$ cat config.mk
export PLATFORM = sky130hd
export DESIGN_NAME = cpu_boot_loader
export DESIGN_NICKNAME = d
export VERILOG_FILES = /design/src/rtl/boot_pkg.sv /design/src/rtl/boot_run_timer.sv /design/src/rtl/cpu_boot_loader.sv
export SDC_FILE = /design/constraint.sdc
export NUM_CORES = 1
export LEC_CHECK = 0
export ABC_AREA = 1
export CORE_UTILIZATION = 58
export CTS_BUF_LIST = sky130_fd_sc_hd__clkbuf_16
export CTS_CLUSTER_DIAMETER = 60
export DETAILED_ROUTE_END_ITERATION = 10
export GPL_TIMING_DRIVEN = 0
export PLACE_DENSITY = 0.95
export SLEW_MARGIN = 25
export SYNTH_ARGS = -nofsm -noshare
export SYNTH_HDL_FRONTEND = slang
export SYNTH_SLANG_ARGS = --single-unit
$ cat constraint.sdc
create_clock -name clk -period 4.4 [get_ports clk]
set_clock_uncertainty 0.2 [all_clocks]
set_input_delay 0.66 -clock clk [delete_from_list [all_inputs] [get_ports clk]]
set_output_delay 0.66 -clock clk [all_outputs]
set_load 0.1 [all_outputs]
$ cat src/rtl/boot_pkg.sv
// Shared definitions for the cpu boot loader: header command encodings,
// header field positions, loader state encoding and header field helpers.
package boot_pkg;

  typedef enum logic [1:0] {
    CMD_LOAD_I  = 2'b00,
    CMD_LOAD_D  = 2'b01,
    CMD_ILLEGAL = 2'b10,
    CMD_RUN     = 2'b11
  } cmd_e;

  localparam int unsigned HDR_CMD_MSB  = 31;
  localparam int unsigned HDR_CMD_LSB  = 30;
  localparam int unsigned HDR_BASE_MSB = 29;
  localparam int unsigned HDR_BASE_LSB = 16;
  localparam int unsigned HDR_CNT_MSB  = 15;
  localparam int unsigned HDR_CNT_LSB  = 0;

  localparam int unsigned HDR_BASE_W = HDR_BASE_MSB - HDR_BASE_LSB + 1;
  localparam int unsigned HDR_CNT_W  = HDR_CNT_MSB - HDR_CNT_LSB + 1;

  typedef enum logic [2:0] {
    S_IDLE,
    S_LI,
    S_LD_LO,
    S_LD_HI,
    S_RUN
  } state_e;

  function automatic cmd_e hdr_cmd(input logic [31:0] word);
    return cmd_e'(word[HDR_CMD_MSB:HDR_CMD_LSB]);
  endfunction

  function automatic logic [HDR_BASE_W-1:0] hdr_base(input logic [31:0] word);
    return word[HDR_BASE_MSB:HDR_BASE_LSB];
  endfunction

  function automatic logic [HDR_CNT_W-1:0] hdr_count(input logic [31:0] word);
    return word[HDR_CNT_MSB:HDR_CNT_LSB];
  endfunction

endpackage

$ cat src/rtl/boot_run_timer.sv
// Cycle-budget timer for a cpu run phase.
// Ports:
//   clk, srst    clock and synchronous active-high reset
//   start        one-cycle request to begin a run with the given budget
//   budget       number of enabled cycles; 0 means run until halt
//   halt         forces the run to end at the next rising edge
//   enable       registered cpu enable, high for the whole run
//   done         registered one-cycle pulse in the cycle after the run ends
//   expire       combinational: the run ends at the coming edge
module boot_run_timer #(
  parameter int unsigned CNT_W = 16
) (
  input  logic             clk,
  input  logic             srst,
  input  logic             start,
  input  logic [CNT_W-1:0] budget,
  input  logic             halt,
  output logic             enable,
  output logic             done,
  output logic             expire
);

  logic [CNT_W-1:0] limit;
  logic [CNT_W-1:0] count;
  logic [CNT_W-1:0] count_next;

  // count holds the number of enabled cycles already completed, so comparing
  // the incremented value leaves enable high for exactly `limit` cycles.
  assign count_next = count + CNT_W'(1);
  // Budget hit and halt collapse into one exit term, giving a single done.
  assign expire = enable && (((limit != '0) && (count_next == limit)) || halt);

  always_ff @(posedge clk) begin
    if (srst) begin
      enable <= 1'b0;
      done   <= 1'b0;
      count  <= '0;
      limit  <= '0;
    end else begin
      done <= 1'b0;
      if (start) begin
        enable <= 1'b1;
        count  <= '0;
        limit  <= budget;
      end else if (enable) begin
        count <= count_next;
        if (expire) begin
          enable <= 1'b0;
          done   <= 1'b1;
        end
      end
    end
  end

endmodule

$ cat src/rtl/cpu_boot_loader.sv
// Stream-driven boot loader for the pipelined cpu. Header words select an
// instruction-memory load, a data-memory load (two beats per doubleword) or a
// budgeted run with the cpu enabled.
// Ports:
//   clk, srst                          clock and synchronous active-high reset
//   in_valid, in_data, in_ready        32-bit command/data stream
//   halt                               forces an active run to stop
//   addr_ext, wen_ext, wdata_ext       imem external write port
//   addr_ext_2, wen_ext_2, wdata_ext_2 dmem external write port
//   cpu_enable                         cpu enable during a run
//   busy                               loader not idle
//   done                               one-cycle pulse at end of a run
//   err                                sticky illegal-command flag
module cpu_boot_loader
  import boot_pkg::*;
#(
  parameter int unsigned IMEM_STRIDE = 4,
  parameter int unsigned DMEM_STRIDE = 8,
  parameter int unsigned CNT_W       = 16
) (
  input  logic        clk,
  input  logic        srst,
  input  logic        in_valid,
  input  logic [31:0] in_data,
  output logic        in_ready,
  input  logic        halt,
  output logic [63:0] addr_ext,
  output logic        wen_ext,
  output logic [31:0] wdata_ext,
  output logic [63:0] addr_ext_2,
  output logic        wen_ext_2,
  output logic [63:0] wdata_ext_2,
  output logic        cpu_enable,
  output logic        busy,
  output logic        done,
  output logic        err
);

  state_e           state;
  logic [63:0]      addr;
  logic [CNT_W-1:0] remaining;
  logic [31:0]      low_word;

  logic             beat;
  cmd_e             cmd;
  logic [CNT_W-1:0] count;
  logic             run_start;
  logic             run_exit;

  assign in_ready  = (state != S_RUN);
  assign busy      = (state != S_IDLE);
  assign beat      = in_valid && in_ready;
  assign cmd       = hdr_cmd(in_data);
  assign count     = CNT_W'(hdr_count(in_data));
  assign run_start = beat && (state == S_IDLE) && (cmd == CMD_RUN);

  boot_run_timer #(
    .CNT_W(CNT_W)
  ) u_run_timer (
    .clk   (clk),
    .srst  (srst),
    .start (run_start),
    .budget(count),
    .halt  (halt),
    .enable(cpu_enable),
    .done  (done),
    .expire(run_exit)
  );

  always_ff @(posedge clk) begin
    if (srst) begin
      state       <= S_IDLE;
      addr        <= '0;
      remaining   <= '0;
      low_word    <= '0;
      addr_ext    <= '0;
      wen_ext     <= 1'b0;
      wdata_ext   <= '0;
      addr_ext_2  <= '0;
      wen_ext_2   <= 1'b0;
      wdata_ext_2 <= '0;
      err         <= 1'b0;
    end else begin
      // Write strobes last one cycle; addresses and data hold between writes.
      wen_ext   <= 1'b0;
      wen_ext_2 <= 1'b0;
      unique case (state)
        S_IDLE: begin
          if (beat) begin
            unique case (cmd)
              CMD_LOAD_I: begin
                addr      <= 64'(hdr_base(in_data)) * 64'(IMEM_STRIDE);
                remaining <= count;
                if (count != '0) state <= S_LI;
              end
              CMD_LOAD_D: begin
                addr      <= 64'(hdr_base(in_data)) * 64'(DMEM_STRIDE);
                remaining <= count;
                if (count != '0) state <= S_LD_LO;
              end
              CMD_RUN: begin
                state <= S_RUN;
              end
              CMD_ILLEGAL: begin
                err <= 1'b1;
              end
            endcase
          end
        end
        S_LI: begin
          if (beat) begin
            wen_ext   <= 1'b1;
            addr_ext  <= addr;
            wdata_ext <= in_data;
            addr      <= addr + 64'(IMEM_STRIDE);
            remaining <= remaining - CNT_W'(1);
            if (remaining == CNT_W'(1)) state <= S_IDLE;
          end
        end
        S_LD_LO: begin
          if (beat) begin
            low_word <= in_data;
            state    <= S_LD_HI;
          end
        end
        S_LD_HI: begin
          if (beat) begin
            wen_ext_2   <= 1'b1;
            addr_ext_2  <= addr;
            wdata_ext_2 <= {in_data, low_word};
            addr        <= addr + 64'(DMEM_STRIDE);
            remaining   <= remaining - CNT_W'(1);
            state       <= (remaining == CNT_W'(1)) ? S_IDLE : S_LD_LO;
          end
        end
        S_RUN: begin
          if (run_exit) state <= S_IDLE;
        end
        default: state <= S_IDLE;
      endcase
    end
  end

endmodule

Word level (Yosys, flattened, before mapping)
Index checks and enable logic that the tools add are counted.
{"block": "totals", "output_inout_bits": 231, "wordCells": 95, "in_bits": 36, "register_bits": 376}
{"block": "op_classes", "n_addsub": 4, "n_bitwise": 3, "n_eq_ne": 22, "reduce_logical": 26, "mux": 25}
{"op": "64-bit two-way mux", "n": 3}
{"op": "64-bit one-hot mux with 3 select lines", "n": 1}
{"op": "64-bit one-hot mux with 2 select lines", "n": 1}
{"op": "64-bit by 3-bit adder with 64-bit output (second input constant)", "n": 1}
{"op": "64-bit by 4-bit adder with 64-bit output (second input constant)", "n": 1}
{"op": "16-bit two-way mux", "n": 3}
{"op": "16-bit one-hot mux with 2 select lines", "n": 1}
{"op": "16-bit nonzero test", "n": 2}
{"op": "3-bit two-way mux", "n": 8}
{"op": "16-bit by 1-bit adder with 16-bit output (second input constant)", "n": 1}
{"op": "16-bit by 1-bit equality test with 1-bit output (second input constant)", "n": 1}
{"op": "16-bit equality test", "n": 1}
{"op": "16-bit by 1-bit subtractor with 16-bit output (second input constant)", "n": 1}
{"op": "3-bit one-hot mux with 5 select lines", "n": 1}
{"op": "2-bit != test (second input constant)", "n": 7}
{"op": "2-bit OR reduction", "n": 5}
{"op": "3-bit != test (second input constant)", "n": 3}
{"op": "3-bit one-hot mux with 3 select lines", "n": 1}
{"op": "9-bit AND reduction", "n": 1}
{"op": "3-bit by 2-bit equality test with 1-bit output (second input constant)", "n": 2}
{"op": "2-bit AND reduction", "n": 3}
{"op": "3-bit nonzero test", "n": 2}
{"op": "1-bit logical AND", "n": 5}
{"op": "1-bit two-way mux", "n": 5}
{"op": "other kinds (17)", "n": 20}

Logic depth before layout (Yosys ltp)
Gate-level depths: netlist of the first run.
{"block": "depth", "depth_word": 8, "mapped_depth": 19, "mapped_depth_nobuf": 19}

Modules after synthesis
From an unflattened synthesis of the first run, not the netlist that was laid out.
{"block": "unflattened", "hier_cells": 2537, "hier_area_um2": 17167.7}
{"module": "cpu_boot_loader", "instances": 1, "area_per_inst_um2": 15108.2, "cells_each": 2221, "seq_area_each_um2": 6726.5}
{"module": "boot_run_timer", "instances": 1, "area_per_inst_um2": 2059.5, "cells_each": 316, "seq_area_each_um2": 680.7}

Worst setup path after synthesis of the first run
No wires, ideal clock.
{"block": "synth_path", "kind": "register -> register", "startpoint": "register state[1]", "endpoint": "register state[0]", "period_less_slack_ns": 2.297, "stages_incl_launch_ff": 11, "path_buffers": 0, "t_required_ns": 4.130, "slack_ns": 2.103, "setup_time_ns": 0.070, "t_arrival_ns": 2.026, "cell_sequence": "dfxtp_1 inv_1 nand2_1 nor2_1 inv_1 nor3_1 nand3_1 nor3_1 nor3b_1 or2_2 a21oi_1"}
{"block": "synth_between", "elab_chain_len": 4, "word_cells_on_any_way": 18, "cone_classes": "14 x eq/ne; 1 x mux; 3 x reduce/logical"}
{"element": "start, declared", "line": "cpu_boot_loader.sv:39", "source": "state_e state;"}
{"element": "start signal, assigned", "line": "cpu_boot_loader.sv:133", "source": "state <= (remaining == CNT_W'(1)) ? S_IDLE : S_LD_LO;"}
{"element": "3-bit != test", "line": "cpu_boot_loader.sv:50", "source": "assign in_ready = (state != S_RUN);"}
{"element": "1-bit logical AND", "line": "cpu_boot_loader.sv:52", "source": "assign beat = in_valid && in_ready;"}
{"element": "2-bit != test (no source line)"}
{"element": "9-bit AND reduction (no source line)"}
Several ways; a longest one is shown, not always the timed one.
A chain may end at the register's enable or synchronous reset.

Final worst setup path of the first run
{"block": "layout_path", "startpoint": "register state[0]", "endpoint": "register addr_ext[50]"}
{"block": "layout_between", "elab_chain_len": 3, "word_cells_on_any_way": 4, "cone_classes": "2 x eq/ne; 2 x reduce/logical"}
{"element": "3-bit != test", "line": "cpu_boot_loader.sv:50"}
{"element": "1-bit logical AND", "line": "cpu_boot_loader.sv:52"}
{"element": "2-bit AND reduction (no source line) (*)"}
{"element": "end signal, assigned", "line": "cpu_boot_loader.sv:113", "source": "addr_ext <= addr;"}
{"element": "end, declared", "line": "cpu_boot_loader.sv:27", "source": "output logic [63:0] addr_ext,"}
Mark *: on every way between the ends. The rest lies on a longest branch, timed or not.

==> flow_metrics.tcl, run 1 <==
set metrics [dict create \
    endpoint_kind "flop" \
    synth-edff-count 0 \
    hold_viol 0 \
    cp-start-kind "flop" \
    cts-root-buf "clkbuf_16" \
    cts_hold_buf 0 \
    crit_path_max_incr_delay_ns 0.77 \
    post_cts_buffers 0 \
    slew_viol_final 0 \
    cts_max_level 2 \
    setup_violations 0 \
    antenna_cells 0 \
    worst_r2r_startpoint "state[0]$_SDFFE_PP0P_" \
    cts_max_path_buffers 3 \
    yosys_warnings 0 \
    outcome "complete, no violations" \
    cts_buffers 39 \
    slowest_stage "nor2_1" \
    min_period_over_period_pct 79.4 \
    viasPerCell 6.40 \
    io_pins 267 \
    grt_max_degree 15 \
    worstPathMaxFanout 10 \
    dieWidth_um 171 \
    reg2reg_to "addr_ext[50]$_SDFFE_PP0P_" \
    mostFrequentLayoutCells "427 x nor2_1, 370 x dfxtp_1, 350 x o21ai_0" \
    start_util_pct 59.4 \
    leakage_uw 0.00833 \
    vias 19477 \
    port_buffers 262 \
    wire_per_inst_um 23.7 \
    synth_cells 2330 \
    ant_nets 0 \
    ys_ff_latch 370 \
    drt_wl_total_mm 72.1 \
    synth.cell_area_mm2 0.0166 \
    worstMarginPinSlew_ns 1.14 \
    r2r_cells 8 \
    irDropWorstVdd_uv 422 \
    finalSetupTns_ns 0 \
    crit_required_ns 4.65 \
    rsz0062_at_grt "false" \
    cts_tree "built" \
    ctsResizeCount 0 \
    num_rows 61 \
    drv_cap 0 \
    dpl.hpwl_mm 51.5 \
    clock_latency_ns 0.55 \
    drive_above_1_share_pct 5.93 \
    design.final.nets 2677 \
    dr.pass1.iters 9 \
    cp_cell_sequence "inv_2 > nor2_2 > inv_2 > nor2_1 > buf_2 > clkbuf_1 > o21ai_0 > a21oi_1" \
    final_common_cell "nor2_1" \
    hp-class "flop to flop" \
    grt_use_total_pct 48.2 \
    timing.hold.ws_ns 0.276 \
    avgSynthCellArea_um2 7.12 \
    crit_top_cell "inv_2" \
    dieHeight_um 171 \
    core_area_mm2 0.0279 \
    worstHoldStart "addr_ext[2]$_SDFFE_PP0P_" \
    hold_path_end "addr_ext[2]$_SDFFE_PP0P_" \
    drc 0 \
    cts.sinks 370 \
    grt_overflow 0 \
    whs_path_depth 2 \
    ys_async_sr_fraction_pct 0 \
    first_iter_violations 2646 \
    gp_congestion 1.04 \
    maxSlewHeadroom_pct 23.7 \
    antenna_found_initial 0 \
    synth-main-ff-cell "dfxtp_1" \
    r2r_slack_ns 0.91 \
    die_area_mm2 0.0293 \
    yosysSeqAreaShare_pct 44.7 \
    path_clk_slew_ns 0.07 \
    grt_pass1_wl_mm 106 \
    post-route-min-period_ns 3.49 \
    area.growth.synth_to_final_pct 26.7 \
    worstSetupPathType "flop to flop" \
    grt_pass1_vias 18355 \
    fmaxAchievable_mhz 286 \
    powerDensity_mw_per_mm2 552 \
    ys_types 56 \
    arrival_ns 3.74 \
]
Yosys cell counts, types with 6 or more instances:
cell type | n | area [um2]
a311oi_1 | 9 | 78.8
o22ai_1 | 12 | 75.1
dfxtp_1 | 370 | 7410
buf_1 | 9 | 33.8
nor4_1 | 12 | 75.1
a211oi_1 | 6 | 45.0
nand3_1 | 78 | 390
nand2_1 | 261 | 980
o211ai_1 | 24 | 180
a21oi_1 | 216 | 1080
inv_1 | 188 | 706
buf_2 | 9 | 45.0
nor3_1 | 51 | 255
clkbuf_1 | 108 | 405
nor2_1 | 427 | 1600
a31oi_1 | 11 | 68.8
nand4_1 | 35 | 219
nor2_4 | 10 | 113
nor2_2 | 16 | 100
o21ai_1 | 8 | 40.0
o21ai_0 | 350 | 1750
nand2_2 | 14 | 87.6
o31ai_1 | 7 | 52.6
xnor2_1 | 7 | 61.3
inv_2 | 25 | 93.8
through the flow:
step | cell area [um2] | util (%) | worst slack (ns) | instances | total power (uW)
4_1_cts | 21000 | 75.2 | 1.05 | 3043 | 11400
3_5_place_dp | 19700 | 70.5 | 0.744 | 2973 | 8020
5_1_grt | 21000 | 75.2 | 0.926 | 3043 | 11900
3_3_place_gp | 19700 | 70.5 | 0.824 | 2973 | 7930
6_report | 21000 | 75.2 | 0.905 | 3043 | 11600
2_1_floorplan | 16600 | - | 2.10 | 2333 | 6840
registers in the layout, summed over array words and instances (netlist names), 16 cells and up:
name,count
u_run_timer.limit,16
remaining,16
wdata_ext,32
addr,62
addr_ext,62
u_run_timer.count,16
low_word,32
addr_ext_2,62
wdata_ext_2,64
logic make-up after synthesis:
family | synth area share, %
AOI/OAI and AO/OA | 21.7
and+or+nand+nor | 24.1
other | 0.0226
xor gates and xnor gates | 0.905
buffers and inverters | 8.20
adders and majority gates | 0.377
DFF | 44.7
worst max-delay path by stage:
stage,slack [ns],start,cells after the start,end
after floorplan,2.10,state[1]$_SDFFE_PP0P_,10,state[0]$_SDFFE_PP0P_
after global placement,0.82,in_valid,7,addr_ext[48]$_SDFFE_PP0P_
after detailed placement,0.74,srst,6,wdata_ext_2[51]$_SDFFE_PP0P_
after CTS,1.05,state[1]$_SDFFE_PP0P_,5,busy
after global routing,0.93,state[0]$_SDFFE_PP0P_,8,addr_ext[49]$_SDFFE_PP0P_
final,0.91,state[0]$_SDFFE_PP0P_,8,addr_ext[50]$_SDFFE_PP0P_
routing by layer:
| metal | GRT usage (%) | routed length, um | vias up |
|---|---|---|---|
| met1 | 58.5 | 25400 | 8990 |
| met5 | 0 | 0 | - |
| met2 | 73.4 | 30800 | 1691 |
| met4 | 34.3 | 5970 | 0 |
| li1 | - | - | 8366 |
| met3 | 13.8 | 9920 | 430 |
cell type report:
class	instances	area (um2)
timing repair buffer	262	2620
multi-input combinational	1613	7830
inverter	216	811
clock inverter	30	312
tap	378	473
fill	2015	6930
sequential	370	7410
clock buffer	40	1000
buffer	134	551
critical path, delay by kind of cell (launching register included):
family / cells / cell delay [ns]
DFF: 1 / 0.43
buffers and inverters: 4 / 1.41
AOI/OAI and AO/OA: 2 / 0.34
and+or+nand+nor: 2 / 1.01
report_power, final:
group / internal, uW / switching [uW] / leakage (uW) / total (uW)
registers: 3730 / 311 / 0.00300 / 4050
logic: 906 / 3210 / 0.00468 / 4110
clock network: 2010 / 1430 / 0.000656 / 3440
total: 6650 / 4950 / 0.00833 / 11600
Note: power is estimated with default switching activity, not from simulation.
==> inputs of run 2 (changes only) <==
Settings changed: CORE_UTILIZATION 58 to 49, PLACE_DENSITY 0.95 to 0.86.
Clock period 4.4 ns to 3.17 ns, I/O delays scaled along.
==> run 2 against run 1 <==
Compared with the run above: the flow now finishes with violations (setup timing); first-iteration DRC count is 21% lower; power grew 38%; count of clock-buffer cells in the layout rose by 4; cell area grew 0.61%; clock power rose by 39%; via count down 4.7%; sequential cell count unchanged; cell count grew 2.5%; critical path depth shrank 2; critical path type is now primary input to flop.
==> flow_metrics.tcl, run 2 (same netlist as run 1, synthesis figures left out) <==
set metrics [dict create \
    violations "setup timing" \
    endpoint_kind "flop" \
    final_cell_area_mm2 0.0211 \
    dpl.hpwl_mm 51.9 \
    fmaxAchievable_mhz 311 \
    reg2reg_to "wdata_ext_2[42]$_SDFFE_PP0P_" \
    rsz0062_at_grt "false" \
    hp-class "flop to flop" \
    design.final.nets 2681 \
    place_inst 3043 \
    dr.pass1.iters 8 \
    post_cts_buffers 0 \
    cts_tree "built" \
    mostFrequentLayoutCells "426 x nor2_1, 370 x dfxtp_1, 350 x o21ai_0" \
    drt_wl_total_mm 70.1 \
    grt_use_total_pct 39.7 \
    gp_congestion 0.987 \
    postPlaceCellArea_mm2 0.0198 \
    irDropWorstVdd_uv 465 \
    antenna_found_initial 2 \
    dp_slack_ns -0.573 \
    worstPathMaxFanout 10 \
    core_area_mm2 0.0334 \
    largest-register "wdata_ext_2" \
    cts_hold_buf 0 \
    setup_violations 1 \
    ctsResizeCount 1 \
    maxSlewHeadroom_pct 21.4 \
    r2r_cells 8 \
    io_pins 267 \
    die_area_mm2 0.0346 \
    slew_viol_final 0 \
    dieHeight_um 186 \
    grt_max_degree 14 \
    cts-root-buf "clkbuf_16" \
    port_buffers 262 \
    worstMarginPinSlew_ns 1.18 \
    finalWorstSetupSlack_ns -0.0486 \
    fin_cells 3120 \
    grt_pass1_vias 17514 \
    drc 0 \
    first_iter_violations 2079 \
    largest_reg_flops 64 \
    worstSetupStartpoint "srst" \
    crit_required_ns 3.43 \
    post-route-min-period_ns 3.22 \
    cp-start-kind "primary input" \
    leakage_uw 0.00837 \
    num_rows 67 \
    start_util_pct 49.6 \
    wire_per_inst_um 22.5 \
    fin_util_pct 63.2 \
    outcome "complete, but fails checks" \
    vias 18557 \
    viasPerCell 5.95 \
    cts_buffers 43 \
    cts_max_path_buffers 3 \
    cts.sinks 370 \
    area.growth.synth_to_final_pct 27.4 \
    cp-endpoint "wdata_ext_2[42]$_SDFFE_PP0P_" \
    cts_max_level 2 \
    powerDensity_mw_per_mm2 756 \
    grt_pass1_wl_mm 103 \
    clock_latency_ns 0.56 \
    final_common_cell "nor2_1" \
    arrival_ns 3.48 \
    worstSetupPathType "primary input to flop" \
    drv_cap 0 \
    r2r_slack_ns 0.03 \
    grt_overflow 0 \
    min_period_over_period_pct 102 \
    ant_nets 0 \
    dieWidth_um 186 \
    hold_viol 0 \
    worst_r2r_startpoint "state[0]$_SDFFE_PP0P_" \
    path_clk_slew_ns 0.06 \
    drive_above_1_share_pct 6.21 \
]
## run 2: layout make-up
type	instances	area [um2]
Timing Repair Buffer	262	2630
Fill cell	2896	12300
Antenna cell	1	2.50
Tap cell	448	561
Clock buffer	44	1100
Multi-Input combinational cell	1613	7840
Sequential cell	370	7410
Clock inverter	32	238
Buffer	134	552
Inverter	216	811
## run 2: layer usage
metal | global-route usage (%) | share of wire (%)
met4 | 23.9 | 6.5
met3 | 8.77 | 11
met5 | 0 | 0.017
met2 | 62.4 | 44
met1 | 49.8 | 39
## run 2: where the power goes
part / switching (uW) / internal, uW / leakage, uW / total [uW]
Sequential: 418 / 5180 / 0.00300 / 5600
Clock: 2070 / 2700 / 0.000677 / 4770
Combinational: 4360 / 1260 / 0.00469 / 5610
Total: 6850 / 9140 / 0.00837 / 16000
## run 2: worst min-delay path by stage
stage                                         start                           to  slack [ns]  cells after the start
after global routing      remaining[6]$_SDFFE_PP0P_    remaining[6]$_SDFFE_PP0P_        0.31                      2
after global placement             err$_SDFFE_PP0P_             err$_SDFFE_PP0P_        0.26                      2
after detailed placement   addr_ext[2]$_SDFFE_PP0P_     addr_ext[2]$_SDFFE_PP0P_        0.27                      2
final                      addr_ext[2]$_SDFFE_PP0P_     addr_ext[2]$_SDFFE_PP0P_        0.28                      2
after CTS                  addr_ext[2]$_SDFFE_PP0P_     addr_ext[2]$_SDFFE_PP0P_        0.28                      2
after floorplan            low_word[0]$_SDFFE_PP0P_  wdata_ext_2[0]$_SDFFE_PP0P_        0.25                      2
## run 2: metrics by stage
step | hold slack (ns) | TNS (ns) | power (uW)
after global placement | 0.257 | -34.74 | 11100
after CTS | 0.277 | 0 | 15900
after global routing | 0.310 | 0 | 16500
after detailed placement | 0.267 | -39.87 | 11200
final | 0.277 | -0.0486 | 16000
after floorplan | 0.250 | 0 | 9490
## run 2: critical path: stages
cell	delay, ns
clkdlybuf4s50_1	0.56
clkinv_1	0.30
clkbuf_1	0.80
clkbuf_1	0.78
o21ai_0	0.29
a21oi_1	0.27
